## src/rtl/lfsr_gen.sv

```systemverilog
// lfsr_gen: parametrised Fibonacci/Galois LFSR with seed load, lockup guard and period measurement
module lfsr_gen #(
    parameter int               WIDTH  = 6,
    parameter logic [WIDTH-1:0] TAPS   = 6'b110000,
    parameter logic [WIDTH-1:0] SEED   = 6'b000001,
    parameter bit               GALOIS = 1'b0
) (
    input  logic             clk,
    input  logic             rst_n,
    input  logic             en,
    input  logic             load,
    input  logic [WIDTH-1:0] load_val,
    output logic [WIDTH-1:0] state,
    output logic             bit_out,
    output logic             wrap,
    output logic [WIDTH-1:0] period,
    output logic             period_valid,
    output logic             lockup
);
    localparam logic [WIDTH-1:0] GMASK   = {TAPS[WIDTH-2:0], 1'b1};
    localparam logic [WIDTH-1:0] CNT_MAX = '1;
    localparam logic [WIDTH-1:0] ONE     = WIDTH'(1);

    if (WIDTH < 3 || WIDTH > 32) begin : g_bad_width
        $error("lfsr_gen: WIDTH must be in 3..32");
    end
    if (SEED == '0) begin : g_bad_seed
        $error("lfsr_gen: SEED must be nonzero");
    end
    if (TAPS[WIDTH-1] != 1'b1) begin : g_bad_taps
        $error("lfsr_gen: TAPS bit WIDTH-1 must be set");
    end

    logic [WIDTH-1:0] state_q, state_d, ref_q, ref_d, cnt_q, cnt_d, period_q, period_d, nxt;
    logic             wrap_q, wrap_d, pv_q, pv_d, lockup_q, lockup_d;

    // next LFSR state plus load / step / period bookkeeping; an all-zero load falls back to SEED
    always_comb begin
        nxt = GALOIS ? ({state_q[WIDTH-2:0], 1'b0} ^ ({WIDTH{state_q[WIDTH-1]}} & GMASK))
                     : {state_q[WIDTH-2:0], ^(state_q & TAPS)};
        state_d  = state_q;
        ref_d    = ref_q;
        cnt_d    = cnt_q;
        period_d = period_q;
        pv_d     = pv_q;
        lockup_d = lockup_q;
        wrap_d   = 1'b0;
        if (load) begin
            state_d  = (load_val != '0) ? load_val : SEED;
            ref_d    = (load_val != '0) ? load_val : SEED;
            lockup_d = (load_val == '0);
            cnt_d    = '0;
            period_d = '0;
            pv_d     = 1'b0;
        end else if (en) begin
            state_d = nxt;
            if (nxt == ref_q) begin
                wrap_d   = 1'b1;
                period_d = cnt_q + ONE;
                pv_d     = 1'b1;
                cnt_d    = '0;
            end else begin
                cnt_d = (cnt_q == CNT_MAX) ? CNT_MAX : cnt_q + ONE;
            end
        end
    end

    // state registers with asynchronous reset to the seed
    always_ff @(posedge clk or negedge rst_n) begin
        if (!rst_n) begin
            state_q  <= SEED;
            ref_q    <= SEED;
            cnt_q    <= '0;
            period_q <= '0;
            wrap_q   <= 1'b0;
            pv_q     <= 1'b0;
            lockup_q <= 1'b0;
        end else begin
            state_q  <= state_d;
            ref_q    <= ref_d;
            cnt_q    <= cnt_d;
            period_q <= period_d;
            wrap_q   <= wrap_d;
            pv_q     <= pv_d;
            lockup_q <= lockup_d;
        end
    end

    assign state        = state_q;
    assign bit_out      = state_q[WIDTH-1];
    assign wrap         = wrap_q;
    assign period       = period_q;
    assign period_valid = pv_q;
    assign lockup       = lockup_q;
endmodule
```

## config.mk

```make
export PLATFORM = sky130hd
export DESIGN_NAME = lfsr_gen
export DESIGN_NICKNAME = d
export VERILOG_FILES = /design/src/rtl/lfsr_gen.sv
export SDC_FILE = /design/constraint.sdc
export NUM_CORES = 1
export LEC_CHECK = 0
export CAP_MARGIN = 10
export CORE_MARGIN = 3
export CORE_UTILIZATION = 55
export CTS_CLUSTER_DIAMETER = 40
export CTS_CLUSTER_SIZE = 16
export DETAILED_ROUTE_END_ITERATION = 8
export PLACE_DENSITY = 0.82
export SLEW_MARGIN = 20
export SYNTH_ARGS = -nofsm -noshare
export SYNTH_HDL_FRONTEND = slang
export SYNTH_SLANG_ARGS = --single-unit
```

## constraint.sdc

```tcl
create_clock -name clk -period 4.1 [get_ports clk]
set_input_delay 1.23 -clock clk [delete_from_list [all_inputs] [get_ports clk]]
set_output_delay 1.23 -clock clk [all_outputs]
set_load 0.02 [all_outputs]
```

**Yosys cells after proc, flatten, opt, wreduce, memory -nomap -nowiden**

Index checks and enable logic that the tools add are counted.

- Word-level logic and storage cells: 32
- Register bits: 27
- Bits of input ports: 10

- Eq/ne operators: 2
- Add/sub/neg operators: 1
- Mux-type cells: 16
- Reductions and logical operators: 6

Operators with widths:

| kind | count |
|---|---|
| $mux W6 | 10 |
| $add A6 B1 Y6 const B | 1 |
| $eq A6 B6 Y1 | 1 |
| $eq A6 B6 Y1 const B | 1 |
| $logic_not A6 Y1 | 1 |
| $mux W1 | 6 |
| $reduce_bool A6 Y1 | 1 |
| $reduce_xor A6 Y1 | 1 |
| $reduce_bool A2 Y1 | 2 |
| $reduce_and A2 Y1 | 1 |

**Depth between registers and ports, before layout**

Gate-level depths: netlist of the first run.

- Depth in word-level cells: 5
- Mapped depth: 5
- Depth with buffers taken out: 5

**Worst setup path after synthesis of the first run**

Ideal clock, no wire load.

- Path type: input port to flip-flop
- From: in en
- To: reg period_q[2], in the netlist period[2]
- Buffers on the path: 2
- Library setup time: 0.094 ns
- Arrival time: 2.162 ns
- Cell stages on the path: 4
- Path slack: 1.844 ns
- Cell sequence: clkbuf_1 clkbuf_1 a31oi_1 a211oi_1

- Longest elaborated chain between the ends: 2

RTL lines:

| what | line | text |
|---|---|---|
| start, declared | 10 | `input logic en,` |
| $reduce_bool A2 Y1 (no line) | n/a |  |
| $reduce_and A2 Y1 (no line) | n/a |  |
| end signal, assigned | 82 | `period_q <= period_d;` |
| end, declared | 34 | `logic [WIDTH-1:0] state_q, state_d, ref_q, ref_d, cnt_q, cnt_d, period_q, period_d, nxt;` |

No other way between the ends.
A chain may end at the register's enable or synchronous reset.

**Worst setup path after layout of the first run**

- From: reg state_q[0], in the netlist state[0]
- To: out state[0]

RTL lines:

| what | line | text |
|---|---|---|
| start, declared | 34 |  |
| start signal, assigned | 79 | `state_q <= state_d;` |
| end, declared | 13 | `output logic [WIDTH-1:0] state,` |

No word-level cell between the ends.

==> results of run 1 <==
[registers in the layout, indices dropped and copies added, names as in the netlist]
name and cells:
period_valid 1, ref_q 6, period 6, state 6
cnt_q 6, lockup 1, wrap 1
[logic make-up (layout without fill, tap and decap cells)]
family          count (synthesis)  after routing  synth area share
xor+xnor                       11             11            0.0811
flops                          27             27             0.488
mux                             7              7            0.0514
buf+inv                        19             40            0.0595
compound gates                 34             34             0.149
simple gates                   37             37             0.162
fa+ha+maj                       1              1           0.00901
[power groups by stage]
stage	Combinational, mW	Clock [mW]	Sequential [mW]
final	0.123	0.115	0.300
after global routing	0.134	0.128	0.303
after CTS	0.124	0.119	0.300
after detailed placement	0.123	0	0.305
after global placement	0.120	0	0.303
after floorplan	0.0713	0	0.310
[how the worst max path moves through the flow]
stage,startpoint,endpoint,slack [ns]
5_1_grt,state[0],state[0],1.30
3_3_place_gp,load,lockup,1.21
2_1_floorplan,en,period[2],1.84
3_5_place_dp,load,ref_q[0],1.14
4_1_cts,state[0],state[0],1.34
6_report,state[0],state[0],1.35
[layout by cell type, fill, tap and decap left out, types with 3 or more instances in the layout]
| cell | instances |
|---|---|
| a211oi_1 | 4 |
| a21oi_1 | 6 |
| a31oi_1 | 4 |
| clkbuf_4 | 3 |
| clkdlybuf4s50_1 | 25 |
| dfrtp_1 | 25 |
| inv_1 | 9 |
| mux2i_1 | 6 |
| nand2_1 | 8 |
| nand3_1 | 3 |
| nand4_1 | 4 |
| nor2_1 | 5 |
| nor3_1 | 3 |
| o21ai_0 | 13 |
| xnor2_1 | 3 |
| xor2_1 | 7 |
[per-layer routing]
layer | wire [um] | GRT usage | share of wire
met2 | 1400 | 0.312 | 0.49
met4 | 17 | 0.0678 | 0.0060
met1 | 1270 | 0.273 | 0.45
met3 | 156 | 0.0207 | 0.055
met5 | 0 | 0 | 0
[stage by stage]
step	hold WS, ns	cell area (um^2)	util	power [mW]
floorplan	0.467	1390	-	0.382
detailed placement	0.498	1640	0.714	0.428
global placement	0.481	1640	0.714	0.424
global route	0.540	1670	0.725	0.565
CTS	0.515	1670	0.725	0.542
finish	0.508	1670	0.725	0.537
[cell type report]
| cell class | instances | area, um^2 | area share |
|---|---|---|---|
| flip-flops and latches | 27 | 678 | 0.407 |
| repair buffers | 27 | 265 | 0.159 |
| inverters | 9 | 33.8 | 0.0203 |
| well taps | 28 | 35.0 | 0.0210 |
| clock buffers | 4 | 26.3 | 0.0158 |
| multi-input cells | 90 | 628 | 0.377 |
==> summary.txt, run 1 <==
worst-path cell chain = clkdlybuf4s50_1
f_max = 364 MHz
Yosys reg bits = 27
Top delay family on crit path = buffers and inverters
die span in x = 56.3 um
Root Driver = clkbuf_4
final hold vios = 0
EDFF count, synth = 0
Yosys cell types = 37
outcome = finished clean
CTS clk-pin slew, worst paths = 0.14 ns
Sequential Power Share = 0.558
Die H = 56.3 um
Resized cells post-CTS = 0
max incr delay on CP = 0.61 ns
Worst Setup End Kind = output port
Cell Area, Synth = 1390 um^2
Total Routing Usage GR = 0.194
CTS tree = done
Min-Delay Endpoint = ref_q[0]
top cells by count, synth = dfrtp_1 (25), o21ai_0 (13), inv_1 (9)
antenna diode count = 0
Final nets = 169
switch share = 0.301
row cnt = 17
max-capacitance violation count = 0
Syn Nets = 147
wire length of the first global-routing pass = 4890 um
setup bufs post-CTS = 0
clock skew = 0.00469 ns
Post-Layout Cell Count = 185
# hold bufs at CTS = 0
DR iter-0 viols = 40
vias in the first global route = 1060
CTS HTree Levels = 1
Setup violations, final = 0
DRT antenna net count = 0
router iterations before antenna repair = 4
WP depth = 1
latest clock arrival within the worst-skew pair = 0.32 ns
Main synth FF type = dfrtp_1
ys async rst share = 1.00
fin. max-slew vios = 0
HP Class = reg -> reg
Crit Path Class = reg -> out
Hold Path Depth = 2
Place WS = 1.14 ns
Critical Path RT = 2.87 ns
CP Max Fanout = 4
I/O pin count = 26
Die ar. = 3160 um^2
pwr/cell area = 323 nW/um^2
Starting Density = 0.605
initial antenna violation count = 0
Via Count = 1070
CTS Buf Count = 3
reg2reg start = state[4]
LEAKAGE = 0.709 nW
placed cell count = 181
P_sw = 0.162 mW
most area-consuming cells after synthesis = dfrtp_1 (45%), o21ai_0 (4.7%), xor2_1 (4.4%)
average vias per placed instance = 5.78
area grow syn2layout = 20.0%
Post-Syn Instances = 136
DRC = 0
Seq/Total Area, Yosys = 0.488
layout cell share with drive strength beyond 1 = 0.0828
final worst-path cycle share = 0.670
RePlAce Congestion = 0.734
setup TNS = 0 ns
Setup WS post-layout = 1.35 ns
Overflow after GRT = 0
slowest CP cell = clkdlybuf4s50_1
HPWL after DPL = 2040 um
Crit path buffers/inverters = 1
maximum number of pins on one net before global-route repair = 35
Core Area = 2300 um^2
worst slew pin tran = 1.02 ns
Crit Reg-Reg Endpoint = period[3]
CTS Buffer Depth = 2
combinational share of power = 0.229
CTS sink count = 27
RSZ-0062 raised after global routing = false
crit path launch type = flip-flop
Synth warnings = 0
HP Start = ref_q[0]
Mean Syn Cell Area = 10.2 um^2
Clock Power Share = 0.213
Worst Reg-to-Reg Cells = 4
# fillers = 189
final wirelength = 2840 um
CP arrival = 1.52 ns
maximum VDD drop = 0.282 mV
post-layout min period = 2.75 ns
routed len/inst = 15.4 um
Port Buffers = 25
Int Pwr = 0.376 mW
relative slew slack = 0.316
count leader, synth = dfrtp_1
Reg2Reg Setup Slack = 2.08 ns
top-area cell type share of the netlist area = 0.450
leading area contributor after synthesis = dfrtp_1
No activity file was read; power rests on OpenSTA's default activity.
==> inputs of run 2 (changes only) <==
CORE_UTILIZATION = 46   (was 55)
PLACE_DENSITY = 0.73   (was 0.82)
clock period = 2.5 ns   (was 4.1 ns; I/O delays follow)
==> run 2 against run 1 <==
  * Clock power rose by 65%
  * Wire length rose by 0.95%
  * Via count fell by 1.0%
  * Sequential power rose by 64%
  * Highest routed layer unchanged
==> summary.txt, run 2 (synthesis gave the netlist of run 1 again) <==
outcome = finished clean
Post-Layout Cell Count = 190 (+2.7%)
Crit Path Class = reg -> out
critical path endpoint = state[0]
CTS Buffer Depth = 2 (unchanged)
DRC = 0 (unchanged)
DRT antenna net count = 0 (unchanged)
latest clock arrival within the worst-skew pair = 0.32 ns (about the same)
Starting Density = 0.495 (-0.109)
HPWL after DPL = 2100 um (+2.9%)
CTS Buf Count = 3 (unchanged)
router iterations before antenna repair = 4 (unchanged)
max-capacitance violation count = 0 (unchanged)
Crit path buffers/inverters = 1 (unchanged)
f_max = 441 MHz
maximum number of pins on one net before global-route repair = 28 (-20%)
HP Class = reg -> reg
Resized cells post-CTS = 0 (unchanged)
P_sw = 0.267 mW (+65%)
WP depth = 1 (unchanged)
Critical Path RT = 1.75 ns (-1.12 ns)
Die H = 60.9 um (+8.3%)
Die ar. = 3710 um^2 (+17%)
met1 usage in global routing = 0.243 (-0.0297)
combinational share of power = 0.230 (about the same)
Core Area = 2810 um^2 (+22%)
I/O pin count = 26 (unchanged)
Worst Reg-to-Reg Cells = 4 (unchanged)
global-route met3 utilization = 0.0255 (+0.00484)
antenna diode count = 0 (unchanged)
# hold bufs at CTS = 0 (unchanged)
worst slew pin tran = 0.452 ns (-0.571 ns)
Total Routing Usage GR = 0.179 (-0.0153)
vias in the first global route = 1109 (+4.6%)
average vias per placed instance = 5.57 (-3.6%)
final worst-path cycle share = 0.907
placed cell count = 186 (+2.8%)
most frequent cells in the layout = dfrtp_1 (25), clkdlybuf4s50_1 (25), o21ai_0 (13)
die span in x = 60.9 um (+8.3%)
Overflow after GRT = 0 (unchanged)
setup bufs post-CTS = 0 (unchanged)
LEAKAGE = 0.719 nW (+1.4%)
CTS HTree Levels = 1 (unchanged)
setup TNS = 0 ns (unchanged)
Setup WS post-layout = 0.233 ns (-1.12 ns)
Top delay family on crit path = buffers and inverters
Port Buffers = 25 (unchanged)
initial antenna violation count = 0 (unchanged)
worst hold margin = 0.502 ns (-0.00619 ns)
CP Max Fanout = 4 (unchanged)
reg2reg start = state[4]
clock skew = 0.00653 ns (+0.00185 ns)
critical path startpoint = state[0]
gr busiest metal = met2
RePlAce Congestion = 0.871 (+19%)
Via Count = 1059 (-1.0%)
CP arrival = 1.52 ns (about the same)
final wirelength = 2870 um (+0.95%)
Sequential Power Share = 0.556 (-0.002)
Worst Setup End Kind = output port
crit path launch type = flip-flop
CTS clk-pin slew, worst paths = 0.14 ns (about the same)
maximum VDD drop = 0.247 mV (-12%)
switch share = 0.302 (about the same)
relative slew slack = 0.697 (+0.381)
slowest CP cell = clkdlybuf4s50_1
row cnt = 19 (+2)
Power, Total = 0.885 mW (+65%)
pwr/cell area = 525 nW/um^2 (+63%)
Place WS = 0.408 ns (-0.731 ns)
post-layout min period = 2.27 ns
Reg2Reg Setup Slack = 0.51 ns (-1.57 ns)
max incr delay on CP = 0.61 ns (about the same)
CTS sink count = 27 (unchanged)
area grow syn2layout = 21.4%
Setup violations, final = 0 (unchanged)
layout cell share with drive strength beyond 1 = 0.0943 (+0.0115)
final hold vios = 0 (unchanged)
Hold Path Depth = 2 (unchanged)
CTS tree = done
RSZ-0062 raised after global routing = false
wire length of the first global-routing pass = 5020 um (+2.7%)
fin. max-slew vios = 0 (unchanged)
met2 usage = 0.295 (-0.0175)
Final nets = 171 (+1.2%)
routed len/inst = 15.1 um (-1.7%)
Int Pwr = 0.618 mW (+65%)
DR iter-0 viols = 23 (-43%)
worst-path cell chain = clkdlybuf4s50_1
Root Driver = clkbuf_4
Crit Reg-Reg Endpoint = period[2]
Clock Power Share = 0.214 (about the same)
-- run 2: cell types whose count changed in the layout (fill, tap and decap cells not counted), sizes merged --
cell,delta
buf,+2
-- run 2: routing by layer --
| metal | wire (um) | part of all wire |
|---|---|---|
| met1 | 1370 | 0.48 |
| met4 | 19 | 0.0066 |
| met3 | 93 | 0.032 |
| met5 | 0 | 0 |
| met2 | 1390 | 0.48 |
-- run 2: final cells by class --
cell class                 instances  area [um^2]
multi-input combinational         90          628
clock buffer                       4         26.3
fill                             245         1120
tap                               31         38.8
timing repair buffer              29          280
sequential                        27          678
inverter                           9         33.8
-- run 2: tightest hold or removal path, stage by stage (launching register included) --
cell	delay, ns
dfstp_2	0.40
inv_1	0.04
o21ai_0	0.07
-- run 2: how the worst min path moves through the flow --
stage	startpoint	end	slack (ns)
after floorplan	rst_n	cnt_q[0]	0.45
after global placement	ref_q[0]	ref_q[0]	0.48
after detailed placement	ref_q[0]	ref_q[0]	0.49
after CTS	ref_q[0]	ref_q[0]	0.51
after global routing	ref_q[0]	ref_q[0]	0.56
final	ref_q[0]	ref_q[0]	0.50
-- run 2: through the flow --
stage          area (um^2)  utilization
2_1_floorplan         1390            -
3_3_place_gp          1660        0.591
3_5_place_dp          1660        0.591
4_1_cts               1690        0.601
5_1_grt               1690        0.601
6_report              1690        0.601
-- run 2: power by group through the flow --
stage	clock network (mW)	registers [mW]	logic [mW]
floorplan	0	0.509	0.117
global placement	0	0.499	0.200
detailed placement	0	0.500	0.203
CTS	0.196	0.492	0.205
global route	0.212	0.497	0.223
finish	0.190	0.492	0.203
